===== src/rtl/sdmac_reg_core.sv =====
// Register front end of the ReSDMAC: CPU access decode, CNTR/ISTR registers and
// the maskable interrupt output. All state advances on the falling edge of CLK.
module sdmac_reg_core (
  input  logic       CLK,
  input  logic       RST_,
  input  logic [7:0] ADDR,
  input  logic       DMAC_,
  input  logic       AS_,
  input  logic       RW,
  input  logic [8:0] MID,
  input  logic       FIFOEMPTY,
  input  logic       FIFOFULL,
  input  logic       INTA_I,
  output logic [8:0] CNTR_O,
  output logic [8:0] ISTR_O,
  output logic       INT_O_,
  output logic       INTENA,
  output logic       PRESET,
  output logic       DMADIR,
  output logic       DMAENA,
  output logic       WDREGREQ,
  output logic       h_0C,
  output logic       ACR_WR,
  output logic       WTC_RD_,
  output logic       CONTR_RD_,
  output logic       ISTR_RD_,
  output logic       SSPBDAT_RD_,
  output logic       VERSION_RD_,
  output logic       CONTR_WR,
  output logic       SSPBDAT_WR,
  output logic       VERSION_WR,
  output logic       ST_DMA,
  output logic       SP_DMA,
  output logic       CLR_INT,
  output logic       FLUSH_
);

  localparam logic [5:0] RegWtc     = 6'h01;
  localparam logic [5:0] RegCntr    = 6'h02;
  localparam logic [5:0] RegAcr     = 6'h03;
  localparam logic [5:0] RegStDma   = 6'h04;
  localparam logic [5:0] RegFlush   = 6'h05;
  localparam logic [5:0] RegClrInt  = 6'h06;
  localparam logic [5:0] RegIstr    = 6'h07;
  localparam logic [5:0] RegSpDma   = 6'h0F;
  localparam logic [5:0] RegSspbDat = 6'h17;
  localparam logic [5:0] RegVersion = 6'h18;

  logic [5:0] regAddr;
  logic       sel;
  logic       rdSel;
  logic       wrSel;

  logic dmaena_q, dmaena_d;
  logic tcen_q, tcen_d;
  logic preset_q, preset_d;
  logic pdmd_q, pdmd_d;
  logic intena_q, intena_d;
  logic dmadir_q, dmadir_d;
  logic intx_q, intx_d;
  logic intp_d;
  logic [8:0] istr_q, istr_d;
  logic int_o_q, int_o_d;

  logic unused_bits;
  assign unused_bits = ^{ADDR[1:0], MID[8:6], MID[0]};

  assign regAddr = ADDR[7:2];
  assign sel     = ~DMAC_ & ~AS_;
  assign rdSel   = sel & RW;
  assign wrSel   = sel & ~RW;

  // Address decode: every strobe is idle unless the chip is selected and strobed.
  always_comb begin
    WDREGREQ    = 1'b0;
    h_0C        = 1'b0;
    ACR_WR      = 1'b0;
    WTC_RD_     = 1'b1;
    CONTR_RD_   = 1'b1;
    ISTR_RD_    = 1'b1;
    SSPBDAT_RD_ = 1'b1;
    VERSION_RD_ = 1'b1;
    CONTR_WR    = 1'b0;
    SSPBDAT_WR  = 1'b0;
    VERSION_WR  = 1'b0;
    ST_DMA      = 1'b0;
    SP_DMA      = 1'b0;
    CLR_INT     = 1'b0;
    FLUSH_      = 1'b1;
    if (sel) begin
      case (regAddr)
        RegWtc:     WTC_RD_ = ~RW;
        RegCntr: begin
          CONTR_RD_ = ~rdSel;
          CONTR_WR  = wrSel;
        end
        RegAcr: begin
          h_0C   = 1'b1;
          ACR_WR = wrSel;
        end
        RegStDma:   ST_DMA  = 1'b1;
        RegFlush:   FLUSH_  = 1'b0;
        RegClrInt:  CLR_INT = 1'b1;
        RegIstr:    ISTR_RD_ = ~rdSel;
        RegSpDma:   SP_DMA  = 1'b1;
        RegSspbDat: begin
          SSPBDAT_RD_ = ~rdSel;
          SSPBDAT_WR  = wrSel;
        end
        RegVersion: begin
          VERSION_RD_ = ~rdSel;
          VERSION_WR  = wrSel;
        end
        default: WDREGREQ = (regAddr[5:2] == 4'b0100);
      endcase
    end
  end

  // Next-state for CNTR and ISTR; the interrupt terms use the post-edge INTENA
  // so INT_P, INTX and INT_O_ all change on the same falling edge.
  always_comb begin
    dmaena_d = dmaena_q;
    tcen_d   = tcen_q;
    preset_d = preset_q;
    pdmd_d   = pdmd_q;
    intena_d = intena_q;
    dmadir_d = dmadir_q;
    if (CONTR_WR) begin
      tcen_d   = MID[5];
      preset_d = MID[4];
      pdmd_d   = MID[3];
      intena_d = MID[2];
      dmadir_d = MID[1];
    end
    if (ST_DMA) begin
      dmaena_d = 1'b1;
    end else if (SP_DMA) begin
      dmaena_d = 1'b0;
    end

    intp_d  = INTA_I & intena_d;
    intx_d  = intp_d | (intx_q & ~CLR_INT);
    int_o_d = ~intp_d;

    istr_d = istr_q;
    if (ISTR_RD_) begin
      istr_d = {intx_d, INTA_I, INTA_I, 1'b0, intp_d, 1'b0, 1'b0, FIFOFULL, FIFOEMPTY};
    end
  end

  always_ff @(negedge CLK or negedge RST_) begin
    if (!RST_) begin
      dmaena_q <= 1'b0;
      tcen_q   <= 1'b0;
      preset_q <= 1'b0;
      pdmd_q   <= 1'b0;
      intena_q <= 1'b0;
      dmadir_q <= 1'b0;
      intx_q   <= 1'b0;
      istr_q   <= 9'h000;
      int_o_q  <= 1'b1;
    end else begin
      dmaena_q <= dmaena_d;
      tcen_q   <= tcen_d;
      preset_q <= preset_d;
      pdmd_q   <= pdmd_d;
      intena_q <= intena_d;
      dmadir_q <= dmadir_d;
      intx_q   <= intx_d;
      istr_q   <= istr_d;
      int_o_q  <= int_o_d;
    end
  end

  assign CNTR_O = {dmaena_q, 2'b00, tcen_q, preset_q, pdmd_q, intena_q, dmadir_q, 1'b0};
  assign ISTR_O = istr_q;
  assign INT_O_ = int_o_q;
  assign INTENA = intena_q;
  assign PRESET = preset_q;
  assign DMADIR = dmadir_q;
  assign DMAENA = dmaena_q;

endmodule


===== config.mk =====
export PLATFORM = sky130hd
export DESIGN_NAME = sdmac_reg_core
export DESIGN_NICKNAME = d
export VERILOG_FILES = /design/src/rtl/sdmac_reg_core.sv
export SDC_FILE = /design/constraint.sdc
export NUM_CORES = 1
export LEC_CHECK = 0
export CAP_MARGIN = 15
export CORE_ASPECT_RATIO = 1.25
export CORE_MARGIN = 3
export CORE_UTILIZATION = 29
export CTS_CLUSTER_SIZE = 16
export DETAILED_ROUTE_END_ITERATION = 10
export PLACE_DENSITY = 0.75
export SLEW_MARGIN = 5
export SYNTH_ARGS = -nofsm -noshare
export SYNTH_HDL_FRONTEND = slang
export SYNTH_SLANG_ARGS = --single-unit

===== constraint.sdc =====
create_clock -name CLK -period 1.5 [get_ports CLK]
set_input_delay 0.3 -clock CLK [delete_from_list [all_inputs] [get_ports CLK]]
set_output_delay 0.3 -clock CLK [all_outputs]
set_load 0.05 [all_outputs]

==> results.txt, run 1 <==
The flow ran to the end, but the final reports show violations. The final reports fail on negative setup slack. The largest net degree at the start of global routing is 8.

For this run, design rule violations remaining after detail routing come to 0. Dividing the detail-routed wire length by the instance count gives roughly 16 um. The detailed-route vias per instance is 4.67. The post-route worst setup slack came out at -737 ps.

The number of antenna-violating nets in the routed design is 0. The most used flip-flop cell after synthesis is dfrtn_1. The first-pass detailed-route iteration total came out at 3. The post-synthesis cell type count is 30. The repair_antennas step left the layout with diodes totalling 0.

Of the post-synthesis cell area, the dominant cell type holds 37.5%. After synthesis, flip-flops and latches occupy 40.8% of the total area. The number of buffers inserted during clock tree synthesis came out at 3.

The number of hold violations in the final report is 0. The launch point of the worst path is ADDR[7]. The worst setup timing slack at the placement stage came out at -1400 ps. The leakage power came out at approximately 1 nW. The overall die area came out at 3430 um2.

The power density over cell area came out at 567 nW/um2. The total number of clock tree sinks came out at 13. The root buffer cell chosen for the clock tree is clkbuf_4. The capture point of the worst reg-to-reg path is ISTR_O[8]. The total of flip-flops plus latches after synthesis is 13.

The placer's final routability congestion estimate is 0.837. The clock slew seen by the registers of the worst setup and hold paths is approximately 60 ps. The fraction of registers with async set/reset came out at 100%. The worst min-delay path category is reg -> reg.

The arrival time at the worst endpoint is 1600 ps. The number of top-level design ports came out at between 60 and 70. The floorplan step set the die width to 53 um. The number of port buffers came out at 50. The H-tree level count is 1. In this run the mean area of a mapped cell was 8.90 um2.

The required time of the critical path came out at roughly 860 ps. The worst setup path is launched from an input port. The wire length of the first global-routing pass is 5440 um. The number of pins exceeding their max-slew limit in the final report came out at 0. Measured on the finished design, the core utilization comes to 86.3%. The worst flop-to-flop path startpoint is INTENA. The peak supply drop came out at 0.390 mV. The most frequently used cell type in the post-synthesis netlist is nand2_1. The clock skew after layout came out at 62.5 ps. Yosys printed 0 warnings. The count of max-cap constraint violations is 0. Ranked by total cell area, the synthesized netlist is headed by dfrtn_1 (38%), buf_4 (12%), nand2_1 (8.9%), nor2_1 (3.8%), dfstp_2 (3.3%). The area growth from synthesis to layout is 172%.

The start-to-end type of the worst setup path is in -> reg. The y dimension of the die came out at approximately 65 um. The final net count is between 200 and 250.

The number of antenna violations at the first check in global routing is 0. In this run the worst path has a maximum fanout of 4. The all-layer global routing usage is 22.0%. The first routing iteration left 7 violations. After detailed routing, the total wire length is 3420 um.

The critical path capture point type is a flop. Setup violations remaining at the end of the flow were counted as 45. The worst register-to-register path has a setup slack of approximately 480 ps. The sum of net half-perimeters after detailed placement came out at 2400 um.

TritonCTS built the clock tree. The sum of overflow across all layers after global routing is 0. The via count of the first global-routing pass was 1077. The count of flip-flops with a built-in enable after synthesis came out at 0. Setup repair after global routing could not meet its margin everywhere. The cell area after technology mapping came out at 801 um2. The buffer levels on the longest clock path came out at 2. The post-route netlist has between 60% and 70% of its cells at a drive strength greater than 1. After floorplanning, the core was sized to cover approximately 2500 um2.

The site row count came out at 20. The largest total area in the synthesized netlist belongs to dfrtn_1. The capturing element of the worst setup path is ISTR_O[8]. The number of cells traversed by the worst register-to-register path is 3. After technology mapping, the gate count stands at 90. In the synthesized netlist, the cells that appear most often are nand2_1 (19), buf_4 (13), dfrtn_1 (12). The via count came out at 1008. The initial core utilization is a little under a third. The latest clock arrival within the worst-skew pair came out at 340 ps.
[through the flow]
stage / power (mW) / hold WS [ps] / std cells / area (um2) / setup TNS [ps]
final: 1.24 / 487 / 216 / 2180 / -20950
after global routing: 1.28 / 509 / 216 / 2180 / -22410
after CTS: 1.21 / 496 / 212 / 2130 / -20640
after detailed placement: 0.961 / 493 / 198 / 1900 / -29230
after global placement: 0.944 / 471 / 198 / 1900 / -27860
after floorplan: 0.688 / 419 / 95 / 972 / -18830
[logic make-up (layout without fill, tap and decap cells)]
family                 Yosys count  count (layout)  synth area share [%]
and+or+nand+nor                 50              50                  33.4
muxes                            4               4                  5.47
DFF                             13              13                  40.8
AOI/OAI and AO/OA                4               4                  5.00
buffers and inverters           18             106                  14.8
other                            1               6                 0.468
[layout make-up]
type,instances,area (um2)
Timing Repair Buffer,99,1220
Multi-Input combinational cell,64,556
Fill cell,116,345
Sequential cell,13,327
Tap cell,33,41.3
Clock buffer,4,26.3
Inverter,2,7.51
Clock inverter,1,3.75
[worst max-delay path, cell delays in order]
cell and delay (ps):
buf_6 90, or4_4 530, or3_4 370, a31oi_4 210, a31oi_1 100
[metal layers]
layer	part of all wire (%)	GRT usage, %	vias to the layer above	wire [um]
li1	-	-	475	-
met1	34	21.9	476	1170
met2	57	43.8	51	1950
met3	7.4	3.68	6	254
met4	1.4	6.39	0	49
met5	0	0	-	0
[worst min path at each step]
| stage | start | slack (ps) | endpoint | cells past startpoint |
|---|---|---|---|---|
| 2_1_floorplan | pdmd_q | 420 | pdmd_q | 2 |
| 3_3_place_gp | intx_q | 470 | intx_q | 2 |
| 3_5_place_dp | pdmd_q | 490 | pdmd_q | 2 |
| 4_1_cts | tcen_q | 500 | tcen_q | 2 |
| 5_1_grt | tcen_q | 510 | tcen_q | 2 |
| 6_report | tcen_q | 490 | tcen_q | 2 |
[state kept, by name, summed over array words and instances, names as in the netlist]
register	cells
DMADIR	1
DMAENA	1
INTENA	1
INT_O_	1
ISTR_O	5
PRESET	1
intx_q	1
pdmd_q	1
tcen_q	1
[power by group]
group	switching, mW	total, mW	internal [mW]
Sequential	0.0403	0.432	0.391
Combinational	0.291	0.572	0.281
Clock	0.127	0.234	0.107
Total	0.458	1.24	0.779
[cells in the final DEF, fill, tap and decap left out, types with 2 or more instances in the layout]
cell / synthesis / routed
mux2_4: 0 / 2
buf_12: 0 / 28
nand2_1: 19 / 18
nor3b_4: 0 / 2
buf_6: 0 / 26
dfrtn_1: 12 / 12
buf_8: 0 / 2
nor2_1: 8 / 5
clkbuf_4: 0 / 3
nor4_4: 0 / 3
or3_4: 0 / 2
buf_4: 13 / 31
clkdlybuf4s50_1: 0 / 9
inv_1: 3 / 3
conb_1: 1 / 6
buf_2: 2 / 2
nor2_4: 0 / 2
nor3_4: 0 / 2
[what timing repair did]
action	4_1_cts	5_1_grt
hold buffers	0	0
setup endpoints to repair	45	45
setup buffers	11	7
gates resized for setup	68	12
pin swaps	21	12
Note: power is estimated with default switching activity, not from simulation.
==> run 2: changes to the inputs <==
Settings changed: CTS_CLUSTER_SIZE 16 to 40.
==> results of run 2 <==
The final DEF is identical to that of run 1; final timing and power are the same.
